### src/rtl/reflet_vga_txt_term_if.sv
// Byte-stream and renderer write-port bundle for the text terminal controller.
// The byte source uses the master modport; the terminal controller uses the slave modport.
interface reflet_vga_txt_term_if #(
  parameter int unsigned h_size        = 640,
  parameter int unsigned v_size        = 480,
  parameter int unsigned color_depth   = 8,
  parameter int unsigned bit_reduction = 0
);
  localparam int unsigned HW = $clog2(h_size / 8) - bit_reduction;
  localparam int unsigned VW = $clog2(v_size / 8) - bit_reduction;

  logic                   char_valid;
  logic [7:0]             char_data;
  logic [color_depth-1:0] R_fg_in;
  logic [color_depth-1:0] G_fg_in;
  logic [color_depth-1:0] B_fg_in;
  logic [color_depth-1:0] R_bg_in;
  logic [color_depth-1:0] G_bg_in;
  logic [color_depth-1:0] B_bg_in;
  logic                   ready;

  logic                   write_en;
  logic [HW-1:0]          h_txt_out;
  logic [VW-1:0]          v_txt_out;
  logic [7:0]             char_out;
  logic [color_depth-1:0] R_fg_out;
  logic [color_depth-1:0] G_fg_out;
  logic [color_depth-1:0] B_fg_out;
  logic [color_depth-1:0] R_bg_out;
  logic [color_depth-1:0] G_bg_out;
  logic [color_depth-1:0] B_bg_out;
  logic [HW-1:0]          cursor_h;
  logic [VW-1:0]          cursor_v;

  modport master (
    output char_valid, char_data,
    output R_fg_in, G_fg_in, B_fg_in, R_bg_in, G_bg_in, B_bg_in,
    input  ready, write_en, h_txt_out, v_txt_out, char_out,
    input  R_fg_out, G_fg_out, B_fg_out, R_bg_out, G_bg_out, B_bg_out,
    input  cursor_h, cursor_v
  );

  modport slave (
    input  char_valid, char_data,
    input  R_fg_in, G_fg_in, B_fg_in, R_bg_in, G_bg_in, B_bg_in,
    output ready, write_en, h_txt_out, v_txt_out, char_out,
    output R_fg_out, G_fg_out, B_fg_out, R_bg_out, G_bg_out, B_bg_out,
    output cursor_h, cursor_v
  );
endinterface

### src/rtl/reflet_vga_txt_term.sv
// Character-stream terminal: takes bytes, tracks a cursor, handles CR/LF/BS/FF,
// and drives the text renderer's write port, including row and screen clears.
module reflet_vga_txt_term #(
  parameter int unsigned h_size        = 640,
  parameter int unsigned v_size        = 480,
  parameter int unsigned color_depth   = 8,
  parameter int unsigned bit_reduction = 0
) (
  input  logic                  clk,
  input  logic                  reset,
  reflet_vga_txt_term_if.slave  bus
);
  localparam int unsigned COLS = (h_size / 8) >> bit_reduction;
  localparam int unsigned ROWS = (v_size / 8) >> bit_reduction;
  localparam int unsigned HW   = $clog2(h_size / 8) - bit_reduction;
  localparam int unsigned VW   = $clog2(v_size / 8) - bit_reduction;
  localparam int unsigned CD   = color_depth;
  localparam logic [HW-1:0] COL_LAST = HW'(COLS - 1);
  localparam logic [VW-1:0] ROW_LAST = VW'(ROWS - 1);

  typedef enum logic [1:0] {IDLE, PEND_LINE, CLR_LINE, CLR_SCREEN} state_e;
  typedef logic [2:0][CD-1:0] rgb_t;  // [0]=R, [1]=G, [2]=B

  state_e        state_q, state_d;
  logic [HW-1:0] col_q, col_d;
  logic [VW-1:0] row_q, row_d;
  logic [HW-1:0] clr_col_q, clr_col_d;
  logic [VW-1:0] clr_row_q, clr_row_d;
  rgb_t          fg_q, fg_d, bg_q, bg_d;
  logic          we_q, we_d;
  logic [HW-1:0] h_txt_q, h_txt_d;
  logic [VW-1:0] v_txt_q, v_txt_d;
  logic [7:0]    char_q, char_d;
  rgb_t          fg_out_q, fg_out_d, bg_out_q, bg_out_d;

  logic          ready_c;
  logic          accept;
  logic          printable;
  logic          emit_chr;
  logic          emit_clr;
  logic [VW-1:0] row_inc;
  rgb_t          fg_in, bg_in;

  assign ready_c   = (state_q == IDLE);
  assign accept    = ready_c && bus.char_valid;
  assign printable = (bus.char_data >= 8'h20) && (bus.char_data != 8'h7F);
  assign row_inc   = (row_q == ROW_LAST) ? '0 : row_q + VW'(1);
  assign fg_in     = {bus.B_fg_in, bus.G_fg_in, bus.R_fg_in};
  assign bg_in     = {bus.B_bg_in, bus.G_bg_in, bus.R_bg_in};

  // Next state, cursor, clear counter and write-port payload.
  always_comb begin
    state_d   = state_q;
    col_d     = col_q;
    row_d     = row_q;
    clr_col_d = clr_col_q;
    clr_row_d = clr_row_q;
    fg_d      = fg_q;
    bg_d      = bg_q;
    we_d      = 1'b0;
    h_txt_d   = h_txt_q;
    v_txt_d   = v_txt_q;
    char_d    = char_q;
    fg_out_d  = fg_out_q;
    bg_out_d  = bg_out_q;
    emit_chr  = 1'b0;
    emit_clr  = 1'b0;

    unique case (state_q)
      IDLE: begin
        if (accept) begin
          fg_d = fg_in;
          bg_d = bg_in;
          if (printable) begin
            emit_chr = 1'b1;
            if (col_q == COL_LAST) begin
              col_d   = '0;
              row_d   = row_inc;
              state_d = PEND_LINE;
            end else begin
              col_d = col_q + HW'(1);
            end
          end else begin
            case (bus.char_data)
              8'h0D: col_d = '0;
              8'h0A: begin
                col_d     = '0;
                row_d     = row_inc;
                clr_col_d = '0;
                clr_row_d = row_inc;
                state_d   = CLR_LINE;
                emit_clr  = 1'b1;
              end
              8'h08: begin
                if (col_q != '0) col_d = col_q - HW'(1);
              end
              8'h0C: begin
                col_d     = '0;
                row_d     = '0;
                clr_col_d = '0;
                clr_row_d = '0;
                state_d   = CLR_SCREEN;
                emit_clr  = 1'b1;
              end
              default: ;
            endcase
          end
        end
      end
      PEND_LINE: begin
        clr_col_d = '0;
        clr_row_d = row_q;
        state_d   = CLR_LINE;
        emit_clr  = 1'b1;
      end
      CLR_LINE, CLR_SCREEN: begin
        // The clear counter names the cell currently on the write port;
        // after reset nothing has been written yet, so emit cell (0,0) first.
        if (!we_q) begin
          emit_clr = 1'b1;
        end else if (clr_col_q != COL_LAST) begin
          clr_col_d = clr_col_q + HW'(1);
          emit_clr  = 1'b1;
        end else if ((state_q == CLR_SCREEN) && (clr_row_q != ROW_LAST)) begin
          clr_col_d = '0;
          clr_row_d = clr_row_q + VW'(1);
          emit_clr  = 1'b1;
        end else begin
          state_d = IDLE;
        end
      end
      default: state_d = IDLE;
    endcase

    if (emit_chr) begin
      we_d     = 1'b1;
      h_txt_d  = col_q;
      v_txt_d  = row_q;
      char_d   = bus.char_data;
      fg_out_d = fg_in;
      bg_out_d = bg_in;
    end

    // Clear cells are blanks painted entirely in the latched background.
    if (emit_clr) begin
      we_d     = 1'b1;
      h_txt_d  = clr_col_d;
      v_txt_d  = clr_row_d;
      char_d   = 8'h20;
      fg_out_d = bg_d;
      bg_out_d = bg_d;
    end
  end

  always_ff @(posedge clk or posedge reset) begin
    if (reset) begin
      state_q   <= CLR_SCREEN;
      col_q     <= '0;
      row_q     <= '0;
      clr_col_q <= '0;
      clr_row_q <= '0;
      fg_q      <= '0;
      bg_q      <= '0;
      we_q      <= 1'b0;
      h_txt_q   <= '0;
      v_txt_q   <= '0;
      char_q    <= '0;
      fg_out_q  <= '0;
      bg_out_q  <= '0;
    end else begin
      state_q   <= state_d;
      col_q     <= col_d;
      row_q     <= row_d;
      clr_col_q <= clr_col_d;
      clr_row_q <= clr_row_d;
      fg_q      <= fg_d;
      bg_q      <= bg_d;
      we_q      <= we_d;
      h_txt_q   <= h_txt_d;
      v_txt_q   <= v_txt_d;
      char_q    <= char_d;
      fg_out_q  <= fg_out_d;
      bg_out_q  <= bg_out_d;
    end
  end

  assign bus.ready     = ready_c;
  assign bus.write_en  = we_q;
  assign bus.h_txt_out = h_txt_q;
  assign bus.v_txt_out = v_txt_q;
  assign bus.char_out  = char_q;
  assign bus.R_fg_out  = fg_out_q[0];
  assign bus.G_fg_out  = fg_out_q[1];
  assign bus.B_fg_out  = fg_out_q[2];
  assign bus.R_bg_out  = bg_out_q[0];
  assign bus.G_bg_out  = bg_out_q[1];
  assign bus.B_bg_out  = bg_out_q[2];
  assign bus.cursor_h  = col_q;
  assign bus.cursor_v  = row_q;
endmodule
### src/flat_wrapper.sv
// flat-port wrapper written by rule: the top's interface ports become plain ports
module reflet_vga_txt_term_flat 
#(
  parameter int unsigned h_size        = 640,
  parameter int unsigned v_size        = 480,
  parameter int unsigned color_depth   = 8,
  parameter int unsigned bit_reduction = 0
)
  (clk, reset, bus_char_valid, bus_char_data, bus_R_fg_in, bus_G_fg_in, bus_B_fg_in, bus_R_bg_in, bus_G_bg_in, bus_B_bg_in, bus_ready, bus_write_en, bus_h_txt_out, bus_v_txt_out, bus_char_out, bus_R_fg_out, bus_G_fg_out, bus_B_fg_out, bus_R_bg_out, bus_G_bg_out, bus_B_bg_out, bus_cursor_h, bus_cursor_v);
  reflet_vga_txt_term_if #(.h_size(h_size), .v_size(v_size), .color_depth(color_depth), .bit_reduction(bit_reduction)) bus_i ();
  input  logic clk;
  input  logic reset;
  input wire logic [$bits(bus_i.char_valid)-1:0] bus_char_valid;
  input wire logic [$bits(bus_i.char_data)-1:0] bus_char_data;
  input wire logic [$bits(bus_i.R_fg_in)-1:0] bus_R_fg_in;
  input wire logic [$bits(bus_i.G_fg_in)-1:0] bus_G_fg_in;
  input wire logic [$bits(bus_i.B_fg_in)-1:0] bus_B_fg_in;
  input wire logic [$bits(bus_i.R_bg_in)-1:0] bus_R_bg_in;
  input wire logic [$bits(bus_i.G_bg_in)-1:0] bus_G_bg_in;
  input wire logic [$bits(bus_i.B_bg_in)-1:0] bus_B_bg_in;
  output wire logic [$bits(bus_i.ready)-1:0] bus_ready;
  output wire logic [$bits(bus_i.write_en)-1:0] bus_write_en;
  output wire logic [$bits(bus_i.h_txt_out)-1:0] bus_h_txt_out;
  output wire logic [$bits(bus_i.v_txt_out)-1:0] bus_v_txt_out;
  output wire logic [$bits(bus_i.char_out)-1:0] bus_char_out;
  output wire logic [$bits(bus_i.R_fg_out)-1:0] bus_R_fg_out;
  output wire logic [$bits(bus_i.G_fg_out)-1:0] bus_G_fg_out;
  output wire logic [$bits(bus_i.B_fg_out)-1:0] bus_B_fg_out;
  output wire logic [$bits(bus_i.R_bg_out)-1:0] bus_R_bg_out;
  output wire logic [$bits(bus_i.G_bg_out)-1:0] bus_G_bg_out;
  output wire logic [$bits(bus_i.B_bg_out)-1:0] bus_B_bg_out;
  output wire logic [$bits(bus_i.cursor_h)-1:0] bus_cursor_h;
  output wire logic [$bits(bus_i.cursor_v)-1:0] bus_cursor_v;
  assign bus_i.char_valid = bus_char_valid;
  assign bus_i.char_data = bus_char_data;
  assign bus_i.R_fg_in = bus_R_fg_in;
  assign bus_i.G_fg_in = bus_G_fg_in;
  assign bus_i.B_fg_in = bus_B_fg_in;
  assign bus_i.R_bg_in = bus_R_bg_in;
  assign bus_i.G_bg_in = bus_G_bg_in;
  assign bus_i.B_bg_in = bus_B_bg_in;
  assign bus_ready = bus_i.ready;
  assign bus_write_en = bus_i.write_en;
  assign bus_h_txt_out = bus_i.h_txt_out;
  assign bus_v_txt_out = bus_i.v_txt_out;
  assign bus_char_out = bus_i.char_out;
  assign bus_R_fg_out = bus_i.R_fg_out;
  assign bus_G_fg_out = bus_i.G_fg_out;
  assign bus_B_fg_out = bus_i.B_fg_out;
  assign bus_R_bg_out = bus_i.R_bg_out;
  assign bus_G_bg_out = bus_i.G_bg_out;
  assign bus_B_bg_out = bus_i.B_bg_out;
  assign bus_cursor_h = bus_i.cursor_h;
  assign bus_cursor_v = bus_i.cursor_v;
  reflet_vga_txt_term #(.h_size(h_size), .v_size(v_size), .color_depth(color_depth), .bit_reduction(bit_reduction)) u_core (.clk(clk), .reset(reset), .bus(bus_i));
endmodule
### config.mk
export PLATFORM = sky130hd
export DESIGN_NAME = reflet_vga_txt_term_flat
export DESIGN_NICKNAME = d
export VERILOG_FILES = /design/src/rtl/reflet_vga_txt_term_if.sv /design/src/rtl/reflet_vga_txt_term.sv /design/src/flat_wrapper.sv
export SDC_FILE = /design/constraint.sdc
export NUM_CORES = 1
export LEC_CHECK = 0
export CORE_AREA = 2 2 127 129
export CTS_CLUSTER_SIZE = 14
export DETAILED_ROUTE_END_ITERATION = 12
export DIE_AREA = 0 0 129 131
export GPL_TIMING_DRIVEN = 1
export PLACE_DENSITY = 0.74
export SYNTH_ARGS = -nofsm -noshare
export SYNTH_HDL_FRONTEND = slang
export SYNTH_SLANG_ARGS = --single-unit
### constraint.sdc
create_clock -name clk -period 13.1 [get_ports clk]
set_clock_uncertainty 0.2 [all_clocks]
set_input_delay 2.62 -clock clk [delete_from_list [all_inputs] [get_ports clk]]
set_output_delay 2.62 -clock clk [all_outputs]
set_load 0.01 [all_outputs]
==> flow_summary.yaml, run 1 <==
clock_tree:
  numCtsBuffers: 17
  cts_tree: "yes"
  htree_levels: 4
  clk_pin_slew_worst_paths_ns: 0.05
  hold_buffers: 0
  postCtsSetupBuffers: 0
  cts_root_buf: "clkbuf_16"
  insertion_delay_ns: 0.42
  cts_max_path_buffers: 2
  clock-sinks: 122
  cts-resized-gates: 0
global_route:
  antenna_found_initial: 0
  grt_max_degree: 68
  grt.total_usage_pct: 22.0
  grt_overflow: 0
  grt_pass1_vias: 5437
  grt_pass1_wl_um: 28800
route:
  first_pass_iters: 6
  wl_per_cell_um: 17.3
  wl_um: 17800
  drt_iter0_markers: 518
  drc: 0
  final_antenna_net_count: 0
  vias_per_cell: 5.56
  via_count: 5709
timing:
  final-hold-violation-count: 0
  setup_viol: 0
  fin_tns_setup_ns: 0
  max_slew_margin_pct: 29.3
  rsz0062_at_grt: "false"
  worst_slew_pin_slew_ns: 1.06
  fmax_mhz: 182
  fin_crit_sh_pct: 42.0
  min_period_ns: 5.50
  final_max_slew_viol_count: 0
final_layout:
  stdcell_count: 1026
  drive_gt1_share_pct: 7.78
  n_fill_cell: 1410
  seqCellArea_um2: 3060
  area_delta_synth_final_pct: 36.0
  num_antenna_cells: 0
  final_common_cell: "clkdlybuf4s50_1"
  layout.nets: 864
  multi_input_area_um2: 2850
  mostFrequentLayoutCells: "clkdlybuf4s50_1 (142), nand2_1 (138), dfrtp_1 (120)"
die:
  dieArea_um2: 16900
  die_h_um: 131
  initial_utilization_pct: 39.1
  row_count: 46
  dieWidth_um: 129
  pin_count: 143
  design.core.area_um2: 15600
critical_path:
  reg2reg_from: "u_core.state_q[1]"
  timing.critical_path.from: "bus_char_valid"
  cp.arrival_ns: 5.61
  reg2reg_depth: 6
  endpoint: "u_core.bus.R_bg_out[4]"
  startpoint_type: "input pin"
  r2r_setup_slack_ns: 9.46
  crit_type: "input pin to flop"
  crit_required_ns: 13.20
  crit_fanout: 38
  endpoint_kind: "flop"
  reg2reg_to: "u_core.bus.R_bg_out[1]"
pwr:
  p_leak_nw: 3.55
  vdd_drop_max_mv: 0.115
  power_density_nw_per_um2: 207
placed_design:
  place_hpwl_um: 12000
  dp_cells: 996
  globalplace.congestion: 0.868
  port_buffers: 142
synthesis:
  ys.warnings.count: 0
  synthArstFlopShare_pct: 100
  synth-main-ff-cell: "dfrtp_1"
  synth_cell_types: 69
  avgSynthCellArea_um2: 9.02
  syn_inst: 676
  syn_nets: 741
  synth_edf_count: 0
  syn-cell-area_um2: 6100
  synth-seq-cells: 122
  ys_seq_area_share_pct: 50.1
flow_run:
  maxCapViolations: 0
worst_hold_path:
  holdCritPathClass: "flop to flop"
status:
  run_status: "complete, no violations"
==> cell usage after synthesis (3+ instances only) <==
master | number | area share, %
o21ai_1 | 5 | 0.41
or3_1 | 4 | 0.41
nand4_1 | 5 | 0.51
a21boi_0 | 3 | 0.37
nor3_1 | 57 | 4.7
buf_2 | 9 | 0.74
nand3_1 | 36 | 3.0
o211ai_1 | 10 | 1.2
a22oi_1 | 14 | 1.7
and3_1 | 10 | 1.0
clkbuf_1 | 31 | 1.9
nor3b_1 | 4 | 0.49
nor4_2 | 3 | 0.62
nand2b_1 | 7 | 0.72
dfrtp_1 | 120 | 49
a211oi_1 | 3 | 0.37
nor2_1 | 54 | 3.3
o31a_1 | 3 | 0.43
a31oi_1 | 10 | 1.0
o21ai_0 | 20 | 1.6
a21o_1 | 5 | 0.62
nand2_1 | 139 | 8.6
ha_1 | 6 | 1.2
o221a_2 | 9 | 1.7
a221o_1 | 7 | 1.1
nor4_1 | 3 | 0.31
a22o_1 | 6 | 0.86
a221oi_1 | 5 | 0.72
o21a_1 | 3 | 0.37
a21oi_1 | 19 | 1.6
nor2b_1 | 5 | 0.51
o31ai_1 | 4 | 0.49
inv_1 | 7 | 0.43
==> logic make-up after synthesis <==
logic type / Yosys count / share of synthesized area (%)
AND/OR/NAND/NOR: 345 / 26.8
AO/OA/AOI/OAI: 145 / 17.4
flip-flops: 122 / 50.1
buffers and inverters: 52 / 3.51
adder cells (fa/ha/maj): 6 / 1.23
XOR/XNOR: 4 / 0.575
multiplexers: 2 / 0.349
==> per-layer routing <==
layer  vias to the layer above  global-route usage [%]  part of all wire [%]
li1                       2693                       -                     -
met1                      2740                    30.7                    47
met2                       253                    33.5                    44
met3                        23                    5.74                   7.5
met4                         0                    7.48                   1.5
met5                         -                       0                     0
==> worst max-delay path, cell delays in order <==
cell and delay [ns]:
clkdlybuf4s50_1 0.51, or3b_1 0.79, nor4_4 0.59, nor3_2 0.10, inv_2 0.55, nand3_1 0.24, o221a_2 0.19
==> area by class of cell <==
class | instances | share of cell area (%)
inverter | 9 | 0.437
tap | 216 | 3.26
clock inverter | 6 | 1.33
clock buffer | 24 | 6.17
sequential | 122 | 36.8
timing repair buffer | 147 | 17.6
multi-input combinational | 502 | 34.4
==> state kept, by name (all words and copies together) (netlist names), 2 cells and up <==
signal and flops:
u_core.bus.v_txt_out 6, u_core.bus.B_bg_out 8, u_core.state_q 2, u_core.bus.G_fg_out 8
u_core.bus.cursor_v 6, u_core.clr_col_q 7, u_core.bus.B_fg_out 8, u_core.clr_row_q 6
u_core.bus.cursor_h 7, u_core.bg_q 24, u_core.bus.R_fg_out 8, u_core.bus.G_bg_out 8
u_core.bus.char_out 8, u_core.bus.h_txt_out 7, u_core.bus.R_bg_out 8
==> worst min-delay path by stage <==
stage               startpoint               to  depth (start not counted)
6_report        u_core.bg_q[7]   u_core.bg_q[7]                          2
5_1_grt         u_core.bg_q[0]   u_core.bg_q[0]                          2
4_1_cts        u_core.bg_q[20]  u_core.bg_q[20]                          2
3_5_place_dp   u_core.bg_q[20]  u_core.bg_q[20]                          2
3_3_place_gp   u_core.bg_q[21]  u_core.bg_q[21]                          2
2_1_floorplan   u_core.bg_q[0]   u_core.bg_q[0]                          2
==> through the flow <==
stage / setup WS [ns] / cell area [um2] / util (%) / power, mW / hold slack [ns]
global placement: 7.22 / 7670 / 49.2 / 1.21 / 0.254
global route: 7.32 / 8290 / 53.2 / 1.82 / 0.285
detailed placement: 7.13 / 7670 / 49.2 / 1.23 / 0.260
floorplan: 7.04 / 6100 / - / 0.939 / 0.239
CTS: 7.59 / 8290 / 53.2 / 1.73 / 0.274
finish: 7.60 / 8290 / 53.2 / 1.72 / 0.272
==> power breakdown <==
group | switching (mW) | internal (mW) | leakage [nW]
clock | 0.165 | 0.327 | 0.300
sequential | 0.101 | 0.519 | 1.56
combinational | 0.297 | 0.307 | 1.69
Note: power is estimated with default switching activity, not from simulation.
==> run 2, diff against run 1 <==
clock period = 5.6 ns   (was 13.1 ns; I/O delays follow)
==> flow_summary.yaml, run 2 (synthesis gave the netlist of run 1 again) <==
final_layout:
  layout.nets: 865
  final_common_cell: "clkdlybuf4s50_1"
  area_delta_synth_final_pct: 35.6
  drive_gt1_share_pct: 7.89
  post-route-cell-area_um2: 8270
  largest_reg_flops: 24
  n_fill_cell: 1411
  mostFrequentLayoutCells: "clkdlybuf4s50_1 (142), nand2_1 (138), dfrtp_1 (120)"
  num_antenna_cells: 0
  largest-register: "u_core.bg_q"
  stdcell_count: 1027
clock_tree:
  postCtsSetupBuffers: 0
  insertion_delay_ns: 0.42
  clock-sinks: 122
  htree_levels: 4
  cts_max_path_buffers: 2
  cts_tree: "yes"
  hold_buffers: 0
  numCtsBuffers: 17
  cts_root_buf: "clkbuf_16"
  clk_pin_slew_worst_paths_ns: 0.05
  cts-resized-gates: 0
die:
  dieWidth_um: 129
  die_h_um: 131
  design.core.area_um2: 15600
  initial_utilization_pct: 39.1
  dieArea_um2: 16900
  pin_count: 143
  row_count: 46
critical_path:
  r2r_setup_slack_ns: 2.16
  endpoint_kind: "flop"
  path_buf_inv: 2
  crit_type: "input pin to flop"
  cpPeakStageDelay_ns: 0.83
  cp.arrival_ns: 4.16
  timing.critical_path.from: "bus_char_valid"
  worstPathCellList: "clkdlybuf4s50_1 -> or3b_1 -> nor4_4 -> nor3_2 -> inv_2 -> nand3_1 -> o221a_2"
  reg2reg_from: "u_core.state_q[1]"
  path_delay_family: "simple AND/OR/NAND/NOR gates"
  startpoint_type: "input pin"
  slowest_stage: "or3b_1"
  crit_required_ns: 5.70
  crit_fanout: 38
global_route:
  grt_overflow: 0
  antenna_found_initial: 0
  grt_pass1_wl_um: 28900
  grt.total_usage_pct: 21.9
  grt_max_degree: 70
  grt_pass1_vias: 5502
route:
  drt_iter0_markers: 547
  wl_um: 17900
  wl_per_cell_um: 17.4
  final_antenna_net_count: 0
  vias_per_cell: 5.56
  drc: 0
  first_pass_iters: 5
  via_count: 5714
placed_design:
  port_buffers: 142
  dp_cells: 997
  place_hpwl_um: 12100
  globalplace.congestion: 0.901
  placedInstanceArea_um2: 7680
pwr:
  vdd_drop_max_mv: 0.222
  p_leak_nw: 3.54
  power_density_nw_per_um2: 478
timing:
  min_period_ns: 4.06
  final-hold-violation-count: 0
  setup_viol: 0
  fin_tns_setup_ns: 0
  final_max_slew_viol_count: 0
  max_slew_margin_pct: 24.2
  fin_crit_sh_pct: 72.4
  hold_slack_ns: 0.269
  worst_slew_pin_slew_ns: 1.14
  rsz0062_at_grt: "false"
  fmax_mhz: 247
status:
  run_status: "complete, no violations"
flow_run:
  maxCapViolations: 0
worst_hold_path:
  holdCritPathClass: "flop to flop"
  hold_path_startpoint: "u_core.bg_q[18]"
run 2: cell types whose count changed in the layout (fill, tap and decap cells not counted), sizes merged:
cell	previous run	this run
clkbuf	24	23
clkinv	1	3
buf	5	6
bufinv	3	2
run 2: stage by stage:
| step | worst slack (ns) | total power, mW | util (%) |
|---|---|---|---|
| after floorplan | 1.04 | 2.20 | - |
| after global placement | 1.20 | 2.84 | 49.2 |
| after detailed placement | 1.07 | 2.88 | 49.2 |
| after CTS | 1.53 | 3.98 | 53.0 |
| after global routing | 1.34 | 4.20 | 53.0 |
| final | 1.54 | 3.95 | 53.0 |
run 2: final cells by class:
cell class	instances	area, um2	share of cell area, %
Timing Repair Buffer	148	1470	17.7
Clock inverter	7	90.1	1.09
Sequential cell	122	3060	37.0
Clock buffer	23	498	6.02
Inverter	9	36.3	0.439
Tap cell	216	270	3.27
Multi-Input combinational cell	502	2850	34.5
run 2: worst reg2reg max path, delay by kind of cell, from the launching register on:
family | cells | cell delay, ns
DFF | 1 | 0.85
and+or+nand+nor | 3 | 1.41
buffers and inverters | 1 | 0.45
AOI/OAI and AO/OA | 2 | 0.41
run 2: layer usage:
metal	vias to the layer above	share of wire, %	track usage [%]
met5	-	0	0
met3	25	8.1	5.86
met2	236	44	33.1
met1	2768	46	30.8
li1	2685	-	-
met4	0	1.6	6.97
run 2: final timing paths:
path,end,depth (start not counted)
worst max-delay path,u_core.bus.R_bg_out[1],7
worst min-delay path,u_core.bg_q[18],2
worst max register to register,u_core.bus.R_fg_out[3],6
worst min register to register,u_core.bg_q[18],2
max in group asynchronous,u_core.state_q[0],3
min in group asynchronous,u_core.bus.R_fg_out[0],2
run 2: power breakdown:
group,switching [mW],total (mW),internal [mW]
logic,0.701,1.42,0.719
registers,0.232,1.45,1.21
clock network,0.383,1.09,0.706
